File: src/rtl/branch_resolve_ctrl_pkg.sv
// Shared branch-type codes, ALUFun[3:1] compare codes and controller state encodings
// used by the branch resolution controller and the ALU compare unit.
package branch_resolve_ctrl_pkg;

  typedef enum logic [2:0] {
    BR_BEQ  = 3'd0,
    BR_BNE  = 3'd1,
    BR_BLEZ = 3'd2,
    BR_BGTZ = 3'd3,
    BR_BLTZ = 3'd4,
    BR_BGEZ = 3'd5
  } br_type_e;

  localparam logic [2:0] CMP_EQ  = 3'b001;
  localparam logic [2:0] CMP_NEQ = 3'b000;
  localparam logic [2:0] CMP_LT  = 3'b010;
  localparam logic [2:0] CMP_LEZ = 3'b110;
  localparam logic [2:0] CMP_LTZ = 3'b101;
  localparam logic [2:0] CMP_GTZ = 3'b111;

  typedef enum logic [1:0] {
    ST_IDLE      = 2'd0,
    ST_WAIT_OPND = 2'd1,
    ST_CMP       = 2'd2,
    ST_REDIRECT  = 2'd3
  } br_state_e;

endpackage

File: src/rtl/branch_resolve_ctrl_fun_decode.sv
// Combinational decode of a branch type into the compare-unit function code,
// a result-invert flag and a legality flag.
module br_fun_decode
  import branch_resolve_ctrl_pkg::*;
(
  input  logic [2:0] br_type,
  output logic [2:0] cmp_fun,
  output logic       invert,
  output logic       legal
);

  // BGEZ reuses the less-than-zero compare and flips the result
  always_comb begin
    cmp_fun = CMP_NEQ;
    invert  = 1'b0;
    legal   = 1'b1;
    case (br_type)
      BR_BEQ:  cmp_fun = CMP_EQ;
      BR_BNE:  cmp_fun = CMP_NEQ;
      BR_BLEZ: cmp_fun = CMP_LEZ;
      BR_BGTZ: cmp_fun = CMP_GTZ;
      BR_BLTZ: cmp_fun = CMP_LTZ;
      BR_BGEZ: begin
        cmp_fun = CMP_LTZ;
        invert  = 1'b1;
      end
      default: legal = 1'b0;
    endcase
  end

endmodule

File: src/rtl/branch_resolve_ctrl.sv
// Conditional-branch resolution controller: waits for operands, borrows the ALU
// compare path, and issues PC redirect plus IF/ID flush. Define BR_STATS_EN for counters.
module branch_resolve_ctrl
  import branch_resolve_ctrl_pkg::*;
#(
  parameter int PC_W         = 32,
  parameter int FLUSH_CYCLES = 1
) (
  input  logic            clk,
  input  logic            reset,
  input  logic            br_valid,
  input  logic [2:0]      br_type,
  input  logic [PC_W-1:0] br_target,
  input  logic            opnd_ready,
  input  logic            ex_alu_busy,
  output logic            cmp_grant,
  output logic [2:0]      cmp_fun,
  input  logic            cmp_result,
  output logic            stall_id,
  output logic            pc_redirect,
  output logic [PC_W-1:0] pc_target,
  output logic            flush_if,
  output logic            br_done
`ifdef BR_STATS_EN
  ,
  output logic [31:0]     stat_branches,
  output logic [31:0]     stat_taken,
  output logic [15:0]     stat_alu_conflicts
`endif
);

  localparam logic [2:0] LAST_CNT = 3'(FLUSH_CYCLES - 1);

  br_state_e       state_q, state_d;
  logic [2:0]      type_q, type_d;
  logic [PC_W-1:0] target_q, target_d;
  logic [2:0]      cnt_q, cnt_d;
  logic [2:0]      dec_fun;
  logic            dec_invert, dec_legal;
  logic            granted, taken;

  br_fun_decode u_fun_decode (
    .br_type (type_q),
    .cmp_fun (dec_fun),
    .invert  (dec_invert),
    .legal   (dec_legal)
  );

  assign granted = (state_q == ST_CMP) && !ex_alu_busy;
  assign taken   = dec_legal && (cmp_result ^ dec_invert);

  always_ff @(posedge clk or posedge reset) begin
    if (reset) begin
      state_q  <= ST_IDLE;
      type_q   <= '0;
      target_q <= '0;
      cnt_q    <= '0;
    end else begin
      state_q  <= state_d;
      type_q   <= type_d;
      target_q <= target_d;
      cnt_q    <= cnt_d;
    end
  end

  always_comb begin
    state_d  = state_q;
    type_d   = type_q;
    target_d = target_q;
    cnt_d    = cnt_q;
    case (state_q)
      ST_IDLE: begin
        if (br_valid) begin
          type_d   = br_type;
          target_d = br_target;
          state_d  = opnd_ready ? ST_CMP : ST_WAIT_OPND;
        end
      end
      ST_WAIT_OPND: if (opnd_ready) state_d = ST_CMP;
      ST_CMP: begin
        cnt_d = '0;
        if (granted) state_d = taken ? ST_REDIRECT : ST_IDLE;
      end
      ST_REDIRECT: begin
        if (cnt_q == LAST_CNT) begin
          state_d = ST_IDLE;
          cnt_d   = '0;
        end else begin
          cnt_d = cnt_q + 3'd1;
        end
      end
      default: state_d = ST_IDLE;
    endcase
  end

  // pc_target simply exposes the latched target; it only matters while pc_redirect is high
  always_comb begin
    cmp_grant   = 1'b0;
    cmp_fun     = 3'b000;
    stall_id    = 1'b0;
    pc_redirect = 1'b0;
    flush_if    = 1'b0;
    br_done     = 1'b0;
    pc_target   = target_q;
    case (state_q)
      ST_IDLE:      stall_id = br_valid;
      ST_WAIT_OPND: stall_id = 1'b1;
      ST_CMP: begin
        stall_id  = 1'b1;
        cmp_grant = !ex_alu_busy;
        cmp_fun   = dec_fun;
        br_done   = granted && !taken;
      end
      ST_REDIRECT: begin
        pc_redirect = (cnt_q == 3'd0);
        flush_if    = 1'b1;
        br_done     = (cnt_q == LAST_CNT);
      end
      default: ;
    endcase
  end

`ifdef BR_STATS_EN
  logic [31:0] branches_q, branches_d, taken_q, taken_d;
  logic [15:0] conflicts_q, conflicts_d;

  always_comb begin
    branches_d  = branches_q + (br_done ? 32'd1 : 32'd0);
    taken_d     = taken_q + ((br_done && state_q == ST_REDIRECT) ? 32'd1 : 32'd0);
    conflicts_d = conflicts_q;
    if (state_q == ST_CMP && ex_alu_busy && conflicts_q != 16'hFFFF)
      conflicts_d = conflicts_q + 16'd1;
  end

  always_ff @(posedge clk or posedge reset) begin
    if (reset) begin
      branches_q  <= '0;
      taken_q     <= '0;
      conflicts_q <= '0;
    end else begin
      branches_q  <= branches_d;
      taken_q     <= taken_d;
      conflicts_q <= conflicts_d;
    end
  end

  assign stat_branches      = branches_q;
  assign stat_taken         = taken_q;
  assign stat_alu_conflicts = conflicts_q;
`endif

endmodule

File: config.mk
export PLATFORM = sky130hd
export DESIGN_NAME = branch_resolve_ctrl
export DESIGN_NICKNAME = d
export VERILOG_FILES = /design/src/rtl/branch_resolve_ctrl_pkg.sv /design/src/rtl/branch_resolve_ctrl_fun_decode.sv /design/src/rtl/branch_resolve_ctrl.sv
export SDC_FILE = /design/constraint.sdc
export NUM_CORES = 1
export LEC_CHECK = 0
export ABC_CLOCK_PERIOD_IN_PS = 2500
export BUFFER_PORTS_ARGS = -buffer_cell sky130_fd_sc_hd__clkbuf_2
export CORE_MARGIN = 2
export CORE_UTILIZATION = 40
export DETAILED_ROUTE_END_ITERATION = 8
export GPL_TIMING_DRIVEN = 0
export PLACE_DENSITY = 0.8
export SLEW_MARGIN = 20
export SYNTH_ARGS = -nofsm -noshare
export SYNTH_HDL_FRONTEND = slang
export SYNTH_SLANG_ARGS = --single-unit
File: constraint.sdc
create_clock -name clk -period 2.5 [get_ports clk]
set_clock_uncertainty 0.15 [all_clocks]
set_input_delay 0.375 -clock clk [delete_from_list [all_inputs] [get_ports clk]]
set_output_delay 0.375 -clock clk [all_outputs]
set_load 0.05 [all_outputs]
Yosys cells after proc, flatten, opt, wreduce, memory -nomap -nowiden
Index checks and enable logic that the tools add are counted.

word-level totals
  flip-flop bits (word level) = 40
  output and inout port bits = 40
  logic and storage cells = 50

cells by class
  bitwise operators = 1
  eq/ne operators = 12
  mux-type cells = 18
  $add $sub $neg = 1
  reduce and logical (&&, ||, !) cells = 14

operators with widths
  cell                                           count
  two-way mux 2 bit                              6
  case mux 3 bit (4 select lines)                1
  inequality test 2 bit, second input constant   4
  case mux 2 bit (4 select lines)                1
  == test 3 x 2 -> 1 bit, second input constant  2
  == test 3 bit, second input constant           2
  zero test 3 bit                                2
  two-way mux 3 bit                              2
  case mux 3 bit (2 select lines)                1
  OR reduction 6 bit                             1
  two-way mux 1 bit                              5
  == test 2 bit, second input constant           2
  case mux 1 bit (2 select lines)                2
  AND reduction 4 bit                            1
  OR reduction 2 bit                             2
  adder 3 x 1 -> 3 bit, second input constant    1
  == test 3 x 1 -> 1 bit, second input constant  1
  logical AND 1 bit                              3
  == test 2 x 1 -> 1 bit, second input constant  1
  zero test 1 bit                                2
  zero test 2 bit                                1
  AND reduction 2 bit                            1
  nonzero test 2 bit                             1
  XOR 1 bit                                      1

Depth between registers and ports, before layout
  depth after elaboration = 7
  depth in mapped cells = 6
  gate-level depth less buffers = 6

Cells and area by module
From an unflattened synthesis, not the netlist that was laid out.

second synthesis, totals
  cells, all modules = 128
  area total of the unflattened synthesis = 1752.9 um2

modules (own cells, without submodules)
  module               seq. area each (um2)  cells each  area each (um2)  instances
  branch_resolve_ctrl  1001.0                121         1709.1           1
  br_fun_decode        0.0                   7           43.8             1

Least setup slack after synthesis
No wires, ideal clock.

  path type = flip-flop to output port
  start = reg state_q[1]
  end = out br_done
  stages on the path, launching flop included = 5
  arrival = 2.610 ns
  setup slack = -0.635 ns
  cells stage by stage = dfrtp_1 > ha_1 > inv_1 > nor3_1 > a31o_2

between the ends
  word-level cells in the longest chain between the ends = 4

RTL lines
  what                                 RTL line                                               text
  start, declared                      branch_resolve_ctrl.sv:34                              br_state_e state_q, state_d;
  start signal, assigned               branch_resolve_ctrl.sv:59                              state_q <= state_d;
  == test 2 bit                        branch_resolve_ctrl.sv:49, branch_resolve_ctrl.sv:105
  logical AND 1 bit                    branch_resolve_ctrl.sv:49                              assign granted = (state_q == ST_CMP) && !ex_alu_busy;
  logical AND 1 bit                    branch_resolve_ctrl.sv:112                             br_done = granted && !taken;
  case mux 1 bit (2 select lines) (*)  branch_resolve_ctrl.sv:105                             case (state_q)
  end, declared                        branch_resolve_ctrl.sv:23                              output logic br_done

Mark *: on every way between the ends. The rest lies on a longest branch, timed or not.

Final worst setup path
  start = reg state_q[0]
  end = out br_done

Same word-level chain as after synthesis.

==> impl_metrics.ini <==
[status]
status = finished clean

[timing]
drv_slew = 0
fin_crit_sh = 0.9247
fin_setup_tns_ps = 0
finalHoldViolCount = 0
setup_ws_ps = 188.3
setup_violations = 0
rsz0062_at_grt = no
slew-limit-headroom = 0.7116
tightest_slew_ps = 432.0
fmax_ghz = 0.4326
fin_crit_ps = 2312

[run]
max_cap_viol_count = 0

[setup_path]
cp-startpoint = state_q[0]
worst_setup_path_end_kind = primary output
crit_chain = inv_1 -> ha_1 -> nor2b_1 -> a31o_2 -> clkbuf_2
slowest_delay_ps = 410
cp_top_family = flip-flops
r2r-start = state_q[0]
worst_path_max_delay_cell = dfrtp_1
critPathKind = register to primary output
arrival_ps = 1790
start_kind = register
cp_max_fo = 7
cp.required_ps = 1980
crit_buf_inv = 2

[yosys]
synth-simple-area-share = 0.07332
synth_compound_area_frac = 0.06006
synthMuxAreaShare = 0.2200
synthXorXnorAreaFrac = 0.009777
ys_seq_area_frac = 0.5587
synth_cell_type_count = 26
synth_warnings = 0
synth_top_family_by_area = multiplexers
netlist_area_mm2 = 0.001792
yosys.area_share.adder = 0.04888
syn_area_per_cell_um2 = 13.17
ys_ff_latch = 40
synth_cells = 136
syn-num-nets = 184

[clock_tree]
cts_tree = built
clkTransAtPathRegs_ps = 80
htree_levels = 2
ctsHoldBuffers = 1
cts-root-buf = clkbuf_8
post_cts.resized_instances = 0
cts_setup_buffers = 0
cts_buffers = 5
cts_sinks = 40
cts_buffer_depth = 2
clk_latency_ps = 290

[detailed_routing]
m1WireLength_mm = 1.511
drc_errors = 0
wl_met3_um = 373
viasPerCell = 4.716
dr.pass1.iters = 4
routed_wirelength_mm = 3.557
dr_total_vias = 1311
wl_per_cell_um = 12.79
wl_met2_mm = 1.624
drtIter0Drc = 57
ant_nets = 0
dr.max_layer_used = met4

[final_layout]
diodes = 0
multi_input_area_um2 = 749.5
area_delta_synth_final_pct = 34.71
drive_gt1_frac = 0.5841
fin_nets = 273
n_fill_cell = 386
final_cell_mix = clkbuf_2, dfrtp_1, mux2_2, inv_1, ha_1
final_common_cell = clkbuf_2
register_area_mm2 = 0.001001

[grt]
globalRouteOverflowTotal = 0
grt_use_total = 0.1555
antenna_found_initial = 0
grt_first_pass_wirelength_mm = 6.099
grt_max_degree = 24
grt_pass1_vias = 1360

[die]
die-height_um = 70.93
ioPinCount = 81
die_area_mm2 = 0.005030
fp.dieW_um = 70.93
core_area_mm2 = 0.004324
initial_core_util = 0.4144
rows = 24

[place]
port_buffers = 80
dp_hpwl_mm = 2.763
pre_cts_slack_ps = 500.1
gp_congestion = 0.7243

[hold_path]
holdCritPathClass = input pin to register
min-delay-start = br_target[11]
[through the flow]
step / hold slack [ps] / std cells / instance area, um^2 / util
3_3_place_gp: 337.3 / 268 / 2268 / 0.5246
4_1_cts: 153.6 / 278 / 2414 / 0.5582
3_5_place_dp: 236.1 / 269 / 2296 / 0.5310
2_1_floorplan: 325.3 / 136 / 1803 / -
6_report: 160.9 / 278 / 2414 / 0.5582
5_1_grt: 148.0 / 278 / 2414 / 0.5582
[area by class of cell]
type	instances	share of cell area
flip-flops and latches	40	0.4147
multi-input cells	83	0.3105
repair buffers	82	0.1814
clock buffers	6	0.03007
well taps	52	0.02696
inverters	10	0.01555
clock inverters	2	0.01452
plain buffers	3	0.006221
[flip-flops by register name, indices dropped and copies added, names as in the netlist]
name and flops:
pc_target 32, cnt_q 3, type_q 3, state_q 2
[kinds of logic after synthesis]
group / count (synthesis)
buf+inv: 13
xor+xnor: 2
flops: 40
simple gates: 25
fa+ha+maj: 7
mux: 35
compound gates: 14
[layer usage]
layer / GRT usage / vias to the layer above
met5: 0 / -
met4: 0.06918 / 0
met3: 0.07265 / 4
met2: 0.2347 / 54
met1: 0.1913 / 614
li1: - / 639
[synthesized netlist by cell type, drive strengths merged]
library cell  number  area share
a211oi             1      0.0070
a21boi             1      0.0042
a21o               1      0.0042
a21oi              1      0.0028
a31o               1      0.0049
and2               2      0.0070
and2b              1      0.0042
and3b              1      0.0049
buf                3      0.0084
dfrtp             40        0.56
ha                 7       0.049
inv               10       0.021
mux2              35        0.22
nand2              6       0.014
nand2b             3       0.010
nor2               6       0.013
nor2b              5       0.017
nor3               1      0.0028
o2111ai            1      0.0049
o21ai              5       0.014
o221ai             1      0.0084
o31a               1      0.0049
o41ai              1      0.0049
xnor2              1      0.0049
xor2               1      0.0049
[final timing paths]
check	end	slack, ps	depth (start not counted)
max in group asynchronous	pc_target[1]	1280	4
max reg2reg	pc_target[30]	660	5
min in group asynchronous	pc_target[22]	460	3
min reg2reg	pc_target[11]	360	1
max	br_done	190	5
min	pc_target[11]	160	2
Power is left out: the tool's default activity adds up to more than one toggle a clock period on the data nets, which glitch-free logic cannot reach.
